===== src/rtl/bin_dec_pkg.sv =====
// Shared definitions for the sequential binary-to-BCD converter:
// controller states, decimal weights and the input clamp value.
package bin_dec_pkg;

    typedef enum logic [1:0] {
        StIdle = 2'd0,
        StConv = 2'd1,
        StDone = 2'd2
    } state_t;

    localparam logic [13:0] W1000   = 14'd1000;
    localparam logic [13:0] W100    = 14'd100;
    localparam logic [13:0] W10     = 14'd10;
    localparam logic [13:0] W1      = 14'd1;
    localparam logic [13:0] DEC_MAX = 14'd9999;

    function automatic logic [13:0] weight(input logic [1:0] idx);
        logic [13:0] w;
        unique case (idx)
            2'd3:    w = W1000;
            2'd2:    w = W100;
            2'd1:    w = W10;
            default: w = W1;
        endcase
        return w;
    endfunction

endpackage


===== src/rtl/bin_dec_step.sv =====
// Shared compare-and-subtract step: tests the remainder against the weight of
// the current digit position and provides the reduced remainder.
module bin_dec_step
    import bin_dec_pkg::*;
(
    input  logic [13:0] rem,
    input  logic [1:0]  idx,
    output logic        ge,
    output logic [13:0] rem_sub
);

    logic [13:0] w;

    always_comb begin
        w       = weight(idx);
        ge      = (rem >= w);
        rem_sub = rem - w;
    end

endmodule


===== src/rtl/bin_dec_seq_ctrl.sv =====
// Sequential binary-to-decimal controller: one compare-and-subtract per CONV
// cycle, registered BCD digits and a one-cycle VALID pulse on completion.
module bin_dec_seq_ctrl
    import bin_dec_pkg::*;
(
    input  logic        CLK,
    input  logic        RESET_N,
    input  logic        START,
    input  logic [13:0] BIN_IN,
    output logic        BUSY,
    output logic        VALID,
    output logic        OVF,
    output logic [3:0]  DEC3,
    output logic [3:0]  DEC2,
    output logic [3:0]  DEC1,
    output logic [3:0]  DEC0
);

    state_t            state_q, state_d;
    logic [13:0]       rem_q, rem_d;
    logic [1:0]        idx_q, idx_d;
    logic [3:0][3:0]   wd_q, wd_d;
    logic              ovf_next_q, ovf_next_d;
    logic [3:0][3:0]   dec_q, dec_d;
    logic              ovf_q, ovf_d;
    logic              busy_q, valid_q;
    logic              ge;
    logic [13:0]       rem_sub;

    bin_dec_step u_step (
        .rem     (rem_q),
        .idx     (idx_q),
        .ge      (ge),
        .rem_sub (rem_sub)
    );

    always_comb begin
        state_d    = state_q;
        rem_d      = rem_q;
        idx_d      = idx_q;
        wd_d       = wd_q;
        ovf_next_d = ovf_next_q;
        dec_d      = dec_q;
        ovf_d      = ovf_q;
        unique case (state_q)
            StConv: begin
                if (ge) begin
                    rem_d        = rem_sub;
                    wd_d[idx_q]  = wd_q[idx_q] + 4'd1;
                end else if (idx_q == 2'd0) begin
                    state_d = StDone;
                    dec_d   = wd_q;
                    ovf_d   = ovf_next_q;
                end else begin
                    idx_d = idx_q - 2'd1;
                end
            end
            default: begin
                // IDLE and DONE both accept a new request; DONE otherwise falls to IDLE.
                if (state_q == StDone) state_d = StIdle;
                if (START) begin
                    state_d    = StConv;
                    rem_d      = (BIN_IN > DEC_MAX) ? DEC_MAX : BIN_IN;
                    ovf_next_d = (BIN_IN > DEC_MAX);
                    idx_d      = 2'd3;
                    wd_d       = '0;
                end
            end
        endcase
    end

    always_ff @(posedge CLK) begin
        if (!RESET_N) begin
            state_q    <= StIdle;
            rem_q      <= '0;
            idx_q      <= '0;
            wd_q       <= '0;
            ovf_next_q <= 1'b0;
            dec_q      <= '0;
            ovf_q      <= 1'b0;
            busy_q     <= 1'b0;
            valid_q    <= 1'b0;
        end else begin
            state_q    <= state_d;
            rem_q      <= rem_d;
            idx_q      <= idx_d;
            wd_q       <= wd_d;
            ovf_next_q <= ovf_next_d;
            dec_q      <= dec_d;
            ovf_q      <= ovf_d;
            busy_q     <= (state_d == StConv);
            valid_q    <= (state_d == StDone);
        end
    end

    assign BUSY  = busy_q;
    assign VALID = valid_q;
    assign OVF   = ovf_q;
    assign DEC3  = dec_q[3];
    assign DEC2  = dec_q[2];
    assign DEC1  = dec_q[1];
    assign DEC0  = dec_q[0];

endmodule

===== config.mk =====
export PLATFORM = sky130hd
export DESIGN_NAME = bin_dec_seq_ctrl
export DESIGN_NICKNAME = d
export VERILOG_FILES = /design/src/rtl/bin_dec_pkg.sv /design/src/rtl/bin_dec_step.sv /design/src/rtl/bin_dec_seq_ctrl.sv
export SDC_FILE = /design/constraint.sdc
export NUM_CORES = 1
export LEC_CHECK = 0
export BUFFER_PORTS_ARGS = -buffer_cell sky130_fd_sc_hd__buf_2
export CAP_MARGIN = 10
export CORE_UTILIZATION = 40
export CTS_BUF_LIST = sky130_fd_sc_hd__clkbuf_4
export CTS_CLUSTER_DIAMETER = 150
export DETAILED_ROUTE_END_ITERATION = 6
export PLACE_DENSITY = 0.59
export SYNTH_ARGS = -nofsm -noshare
export SYNTH_HDL_FRONTEND = slang
export SYNTH_SLANG_ARGS = --single-unit

===== constraint.sdc =====
create_clock -name CLK -period 2.6 [get_ports CLK]
set_clock_uncertainty 0.05 [all_clocks]
set_input_delay 0.52 -clock CLK [delete_from_list [all_inputs] [get_ports CLK]]
set_output_delay 0.52 -clock CLK [all_outputs]
set_load 0.005 [all_outputs]

== After elaboration in Yosys (flattened, before gate mapping) ==
Cells that the tools add are included.

* Register bits after elaboration: 54
* Bits in latches: 0
* RAM bits: 0
* ROM bits: 0
* Bits of input ports: 17
* Output and inout bits: 19
* Logic and storage cells: 63
* Memories: 0

* Add/sub/neg operators: 3
* Multiply operators: 0
* Divide/modulo/power cells: 0
* Magnitude comparators: 4
* Eq/ne operators: 10
* Shifts and indexed selects: 0
* Multiplexer cells: 22
* Bitwise operators: 2
* Reduce and logical (&&, ||, !) cells: 7

{| class="wikitable"
|+ Operators by type and width
! kind !! number
|-
| $mux W14 || 4
|-
| $mux W16 || 3
|-
| $pmux W10 S3 || 1
|-
| $mux W2 || 9
|-
| $bwmux W16 || 1
|-
| $ge A14 B10 Y1 || 1
|-
| $gt A14 B14 Y1 const B || 1
|-
| $sub A14 B10 Y14 || 1
|-
| $bmux W4 S2 || 1
|-
| $demux W4 S2 || 1
|-
| $eq A2 B2 Y1 const B || 4
|-
| $mux W4 || 2
|-
| $eq A2 B1 Y1 const B || 3
|-
| $ne A2 B2 Y1 const B || 3
|-
| $reduce_and A3 Y1 || 2
|-
| $add A4 B1 Y4 const B || 1
|-
| $reduce_and A2 Y1 || 2
|-
| $lt A2 B3 Y1 const B || 1
|-
| $ge A2 B1 Y1 const B || 1
|-
| $logic_not A2 Y1 || 1
|-
| $not A1 Y1 || 2
|-
| $reduce_bool A2 Y1 || 1
|-
| $sub A2 B1 Y2 const B || 1
|-
| $logic_and A1 B1 Y1 || 1
|}

== Longest topological paths before layout ==
* Word-level depth: 7
* Gate-level depth with buffers: 13
* Mapped depth without buffers: 10

== Hierarchy ==
Synthesis repeated with hierarchy kept, for this count alone.

* Cell total of the unflattened synthesis: 323
* Area total of the unflattened synthesis: 2805.2 sq um

{| class="wikitable"
|+ By module, submodules not included
! module !! instances !! cells an instance !! area an instance (sq um) !! seq. area each (sq um)
|-
| bin_dec_seq_ctrl || 1 || 239 || 2233.4 || 1081.0
|-
| bin_dec_step || 1 || 84 || 571.8 || 0.0
|}

== Worst setup path before layout ==
No wires, ideal clock.

* Kind: reg-to-reg
* Start: reg idx_q[0]
* End: reg rem_q[0]
* Library setup time: 128 ps
* Arrival time: 2667 ps
* Data required time: 2422 ps
* Setup slack: -244 ps
* Stages on the path, launching flop included: 12
* Buffers on the path: 1
* Clock period less this slack: 2844 ps
* Path through: dfxtp_1 > inv_1 > ha_1 > ha_1 > fa_1 > nor2b_1 > o221a_4 > o211ai_4 > a31oi_1 > buf_4 > mux2i_1 > nor2_1

* Word-level cells in the longest chain between the ends: 5
* Elaborated cells on any way between the ends: 10
* Those cells by class: add/sub (1); order compare (1); eq/ne (4); mux (3); reduce/logical (1)

{| class="wikitable"
|+ Ends and longest elaborated chain
! item !! RTL line !! text
|-
| start, declared || bin_dec_seq_ctrl.sv:21 || <nowiki>logic [1:0] idx_q, idx_d;</nowiki>
|-
| start signal, assigned || bin_dec_seq_ctrl.sv:86 || <nowiki>idx_q <= idx_d;</nowiki>
|-
| $eq A2 B1 Y1 / $eq A2 B2 Y1 (equally long branches) || bin_dec_pkg.sv:19 || <nowiki>unique case (idx)</nowiki>
|-
| $pmux W10 S3 * || bin_dec_pkg.sv:19 ||
|-
| $sub A14 B10 Y14 / $ge A14 B10 Y1 (equally long branches) || bin_dec_step.sv:17, bin_dec_step.sv:16 ||
|-
| $mux W14 / $ne A2 B2 Y1 (equally long branches) || - ||
|-
| $mux W14 / $reduce_and A2 Y1 (equally long branches) || - ||
|-
| end signal, assigned || bin_dec_seq_ctrl.sv:85 || <nowiki>rem_q <= rem_d;</nowiki>
|-
| end, declared || bin_dec_seq_ctrl.sv:20 || <nowiki>logic [13:0] rem_q, rem_d;</nowiki>
|}

Every way passes the cells marked *; elsewhere a longest branch is shown, timed or not. The select of a mux whose other input is x is not followed.
A chain may end at the register's enable or synchronous reset.

== Final worst setup path ==
* Start: reg idx_q[1]
* End: reg dec_q (netlist bit DEC1[2])

* Word-level cells in the longest chain between the ends: 5
* Elaborated cells on any way between the ends: 8
* Those cells by class: order compare (1); eq/ne (3); mux (1); bitwise (1); reduce/logical (2)

{| class="wikitable"
|+ Ends and longest elaborated chain
! item !! RTL line !! text
|-
| $eq A2 B1 Y1 / $eq A2 B2 Y1 (equally long branches) || bin_dec_pkg.sv:19 ||
|-
| $pmux W10 S3 || bin_dec_pkg.sv:19 ||
|-
| $ge A14 B10 Y1 || bin_dec_step.sv:16 || <nowiki>ge = (rem >= w);</nowiki>
|-
| $not A1 Y1 (no source line) || - ||
|-
| $reduce_and A3 Y1 (no source line) * || - ||
|-
| end signal, assigned || bin_dec_seq_ctrl.sv:79 || <nowiki>dec_q <= '0;</nowiki>
|-
| end signal, assigned || bin_dec_seq_ctrl.sv:89 || <nowiki>dec_q <= dec_d;</nowiki>
|-
| end, declared || bin_dec_seq_ctrl.sv:24 || <nowiki>logic [3:0][3:0] dec_q, dec_d;</nowiki>
|}

Every way passes the cells marked *; elsewhere a longest branch is shown, timed or not.

==> flow_summary.ini <==
[sta]
rsz0062_at_grt = yes
worst_slack_ns = 0.0450
report.final.slew_viol_count = 0
final_hold_viol_count = 0
timing.slew.headroom = 0.592
maxClockFrequency_mhz = 391
layout_worst_path_cycle_share = 0.983
finalSetupViolations = 0
layout_min_cycle_time_ns = 2.56
worst_slew_pin_slew_ns = 0.605

[synthesis]
netlist-cell-type-count = 61
synth.net_count = 358
synth_top_area_share = 0.368
synth_edf_count = 0
synth_ff_type = sky130_fd_sc_hd__dfxtp_1
netlist.top_cell.by_area = sky130_fd_sc_hd__dfxtp_1
avgSynthCellArea_sq_um = 9.08
postSynthCellCount = 324
yosys_register_bits = 54
yosysWarnings = 0
most_instantiated_cells_after_synthesis = sky130_fd_sc_hd__dfxtp_1 (54), sky130_fd_sc_hd__nand2_1 (29), sky130_fd_sc_hd__nor2_1 (28)
yosysMostFrequentCell = sky130_fd_sc_hd__dfxtp_1
synth.area.top_cells = sky130_fd_sc_hd__dfxtp_1 (37%), sky130_fd_sc_hd__ha_1 (6.8%), sky130_fd_sc_hd__a22o_1 (5.1%), sky130_fd_sc_hd__mux2i_1 (4.1%), sky130_fd_sc_hd__nand2_1 (3.7%)
ffs_w_async_s_r_synth = 0
netlist_area_sq_um = 2940
synth-seq-area-share = 0.368

[worst_setup_path]
setup.reg_to_reg.worst_slack_ns = 0.04
worstReg2RegEnd = DEC1[2]
timing.critical_path.required_ns = 2.90
critical_path_arrival_ns = 2.86
worst-r2r-cell-count = 14
criticalPathCategory = register to register
cp-start-kind = register
worst_flop_to_flop_path_startpoint = idx_q[1]
capturing_element_of_the_worst_setup_path = DEC1[2]
critical_path_peak_fanout = 5
worst_setup_sp = idx_q[1]
timing.critical_path.to_type = register

[power_and_ir_drop]
sequentialPowerShare = 0.310
worst_ir_drop_vdd_uv = 429
p_sw_uw = 1180
power.share.switching = 0.378
power.density_cell_area_nw_per_um2 = 771
combPwrFrac = 0.530
clock_power_share = 0.160
power_report.internal_total_uw = 1940
leakage_uw = 0.00176

[place]
dp.cells = 487
post-dp-hpwl_um = 5820
dp_slack_ns = -0.129
place.gp.congestion = 0.905
number_of_buffers_added_on_ports = 35

[global_route]
global_route.usage.total = 0.213
use_met1 = 0.311
met2_usage = 0.329
gr-usage-met3 = 0.0283
first_pass_grt_wire_length_um = 12700
busiest_layer = met2
grt_max_degree = 21
globalRouteOverflowTotal = 0
grt_pass1_vias = 2524
number_of_antenna_violations_at_the_first_check_in_global_routing = 0

[finish]
final.fill_count = 614
design.final.nets = 444
multi_input_comb_area_sq_um = 2000
seqCellArea_sq_um = 1090
drive_gt1_frac = 0.380
stdcell_count = 507
layout-area-overhead-vs-synth_pct = 37.7
number_of_diodes = 0

[floorplanning]
pin_count = 36
die-area_sq_um = 7700
core_area_sq_um = 6940
die_h_um = 87.8
floorplan.initialDensity = 0.424
std_cell_rows = 30
floorplan.die.width_um = 87.8

[outcome]
status = completed

[route]
remaining_drc_errors = 0
route.detailed.wl_per_inst_um = 16.1
drt_first_pass_iters = 4
antenna_violating_nets_left = 0
drt_wl_total_um = 8160
drt_iter0_markers = 219
num_vias = 2697
via_count_normalized_by_instance_count = 5.32

[cts]
total_cts_buffers = 5
htree_levels = 2
clk_pin_slew_ns = 0.17
cts_root_buf = sky130_fd_sc_hd__clkbuf_4
clk_latency_ns = 0.39
cts_hold_buffers = 0
cts_buffer_depth = 2
clock_tree_from_tritoncts = done
numClockSinks = 54

[worst_hold_path]
hold_class = primary input to register

[flow_run]
maxCapViolCount = 0
[routing by layer]
layer  share of wire  vias to the layer above
met4           0.014                        0
li1                -                     1368
met5               0                        -
met2            0.46                       56
met1            0.50                     1264
met3           0.034                        9
[per-stage QoR]
step / hold WS, ns / power (uW) / area [sq um] / utilization / TNS (ns)
2_1_floorplan: 0.393 / 1770 / 2960 / - / 0
3_3_place_gp: 0.404 / 2270 / 3570 / 0.514 / -2.08
3_5_place_dp: 0.408 / 2280 / 3570 / 0.514 / -3.08
4_1_cts: 0.327 / 2830 / 3700 / 0.533 / -0.306
5_1_grt: 0.330 / 3320 / 4050 / 0.583 / -1.56
6_report: 0.334 / 3120 / 4050 / 0.583 / 0
[cells by family after synthesis]
kind of cell	count (synthesis)	share of synthesized area
adders and majority gates	17	0.0749
xor gates and xnor gates	6	0.0179
and+or+nand+nor	107	0.182
muxes	16	0.0715
AOI/OAI and AO/OA	94	0.237
DFF	54	0.368
buffers and inverters	30	0.0485
[critical path: stages (launching register included)]
cell and delay (ns):
sky130_fd_sc_hd__dfxtp_4 0.43, sky130_fd_sc_hd__inv_4 0.06, sky130_fd_sc_hd__buf_6 0.12, sky130_fd_sc_hd__ha_4 0.17, sky130_fd_sc_hd__nor2_4 0.12, sky130_fd_sc_hd__ha_4 0.22
sky130_fd_sc_hd__nand4b_1 0.14, sky130_fd_sc_hd__nor3_2 0.08, sky130_fd_sc_hd__nor2_4 0.20, sky130_fd_sc_hd__buf_6 0.13, sky130_fd_sc_hd__nand2_4 0.05, sky130_fd_sc_hd__buf_6 0.12
sky130_fd_sc_hd__nor3_4 0.31, sky130_fd_sc_hd__clkbuf_16 0.21, sky130_fd_sc_hd__a22o_1 0.11
[what timing repair did]
action,CTS,global route
buffers inserted,2,9
endpoints found under the setup margin,45,53
pin swaps,5,25
gates resized for setup,9,48
gates cloned,0,2
[layout by cell type, fill, tap and decap left out, types with 3 or more instances in the layout]
cell type / n
sky130_fd_sc_hd__mux4_2: 4
sky130_fd_sc_hd__ha_1: 4
sky130_fd_sc_hd__buf_2: 35
sky130_fd_sc_hd__nand3_2: 4
sky130_fd_sc_hd__nand3_1: 9
sky130_fd_sc_hd__a31oi_1: 3
sky130_fd_sc_hd__o21a_1: 6
sky130_fd_sc_hd__xor2_1: 4
sky130_fd_sc_hd__nand2b_1: 7
sky130_fd_sc_hd__a31o_2: 3
sky130_fd_sc_hd__mux2i_1: 12
sky130_fd_sc_hd__nor3_1: 5
sky130_fd_sc_hd__a311oi_1: 3
sky130_fd_sc_hd__nor2_1: 26
sky130_fd_sc_hd__buf_6: 5
sky130_fd_sc_hd__nand2_1: 28
sky130_fd_sc_hd__o211ai_1: 3
sky130_fd_sc_hd__ha_4: 10
sky130_fd_sc_hd__dfxtp_1: 52
sky130_fd_sc_hd__and3_1: 4
sky130_fd_sc_hd__a22o_1: 17
sky130_fd_sc_hd__a21oi_1: 12
sky130_fd_sc_hd__buf_4: 52
sky130_fd_sc_hd__o21ai_0: 15
sky130_fd_sc_hd__clkbuf_4: 5
sky130_fd_sc_hd__buf_12: 3
sky130_fd_sc_hd__inv_1: 8
sky130_fd_sc_hd__o21ai_1: 3
sky130_fd_sc_hd__o31ai_1: 3
[worst min-delay path by stage]
stage	from	slack (ns)	to	cells after the start
2_1_floorplan	ovf_next_q	0.39	OVF	1
3_3_place_gp	ovf_next_q	0.40	OVF	1
3_5_place_dp	DEC3[1]	0.41	DEC3[1]	1
4_1_cts	START	0.33	state_q[0]	2
5_1_grt	START	0.33	state_q[0]	2
6_report	START	0.33	state_q[0]	2
[area by class of cell]
| cell class | instances | share of cell area |
|---|---|---|
| multi-input cells | 240 | 0.493 |
| flip-flops and latches | 54 | 0.269 |
| repair buffers | 96 | 0.174 |
| well taps | 96 | 0.0296 |
| inverters | 13 | 0.0133 |
| clock inverters | 3 | 0.0120 |
| clock buffers | 5 | 0.00926 |
[power groups by stage]
stage / Clock [uW] / Combinational (uW) / Sequential (uW)
after floorplan: 0 / 812 / 956
after CTS: 511 / 1370 / 948
after global routing: 540 / 1800 / 979
final: 498 / 1650 / 969
after detailed placement: 0 / 1310 / 966
after global placement: 0 / 1300 / 965
[flip-flops by register name, indices dropped and copies added, names as in the netlist]
| register | flops |
|---|---|
| DEC2 | 4 |
| rem_q | 14 |
| OVF | 1 |
| BUSY | 1 |
| DEC0 | 4 |
| DEC3 | 4 |
| state_q | 2 |
| ovf_next_q | 1 |
| wd_q | 16 |
| VALID | 1 |
| DEC1 | 4 |
| idx_q | 2 |
Note: power is estimated with default switching activity, not from simulation.
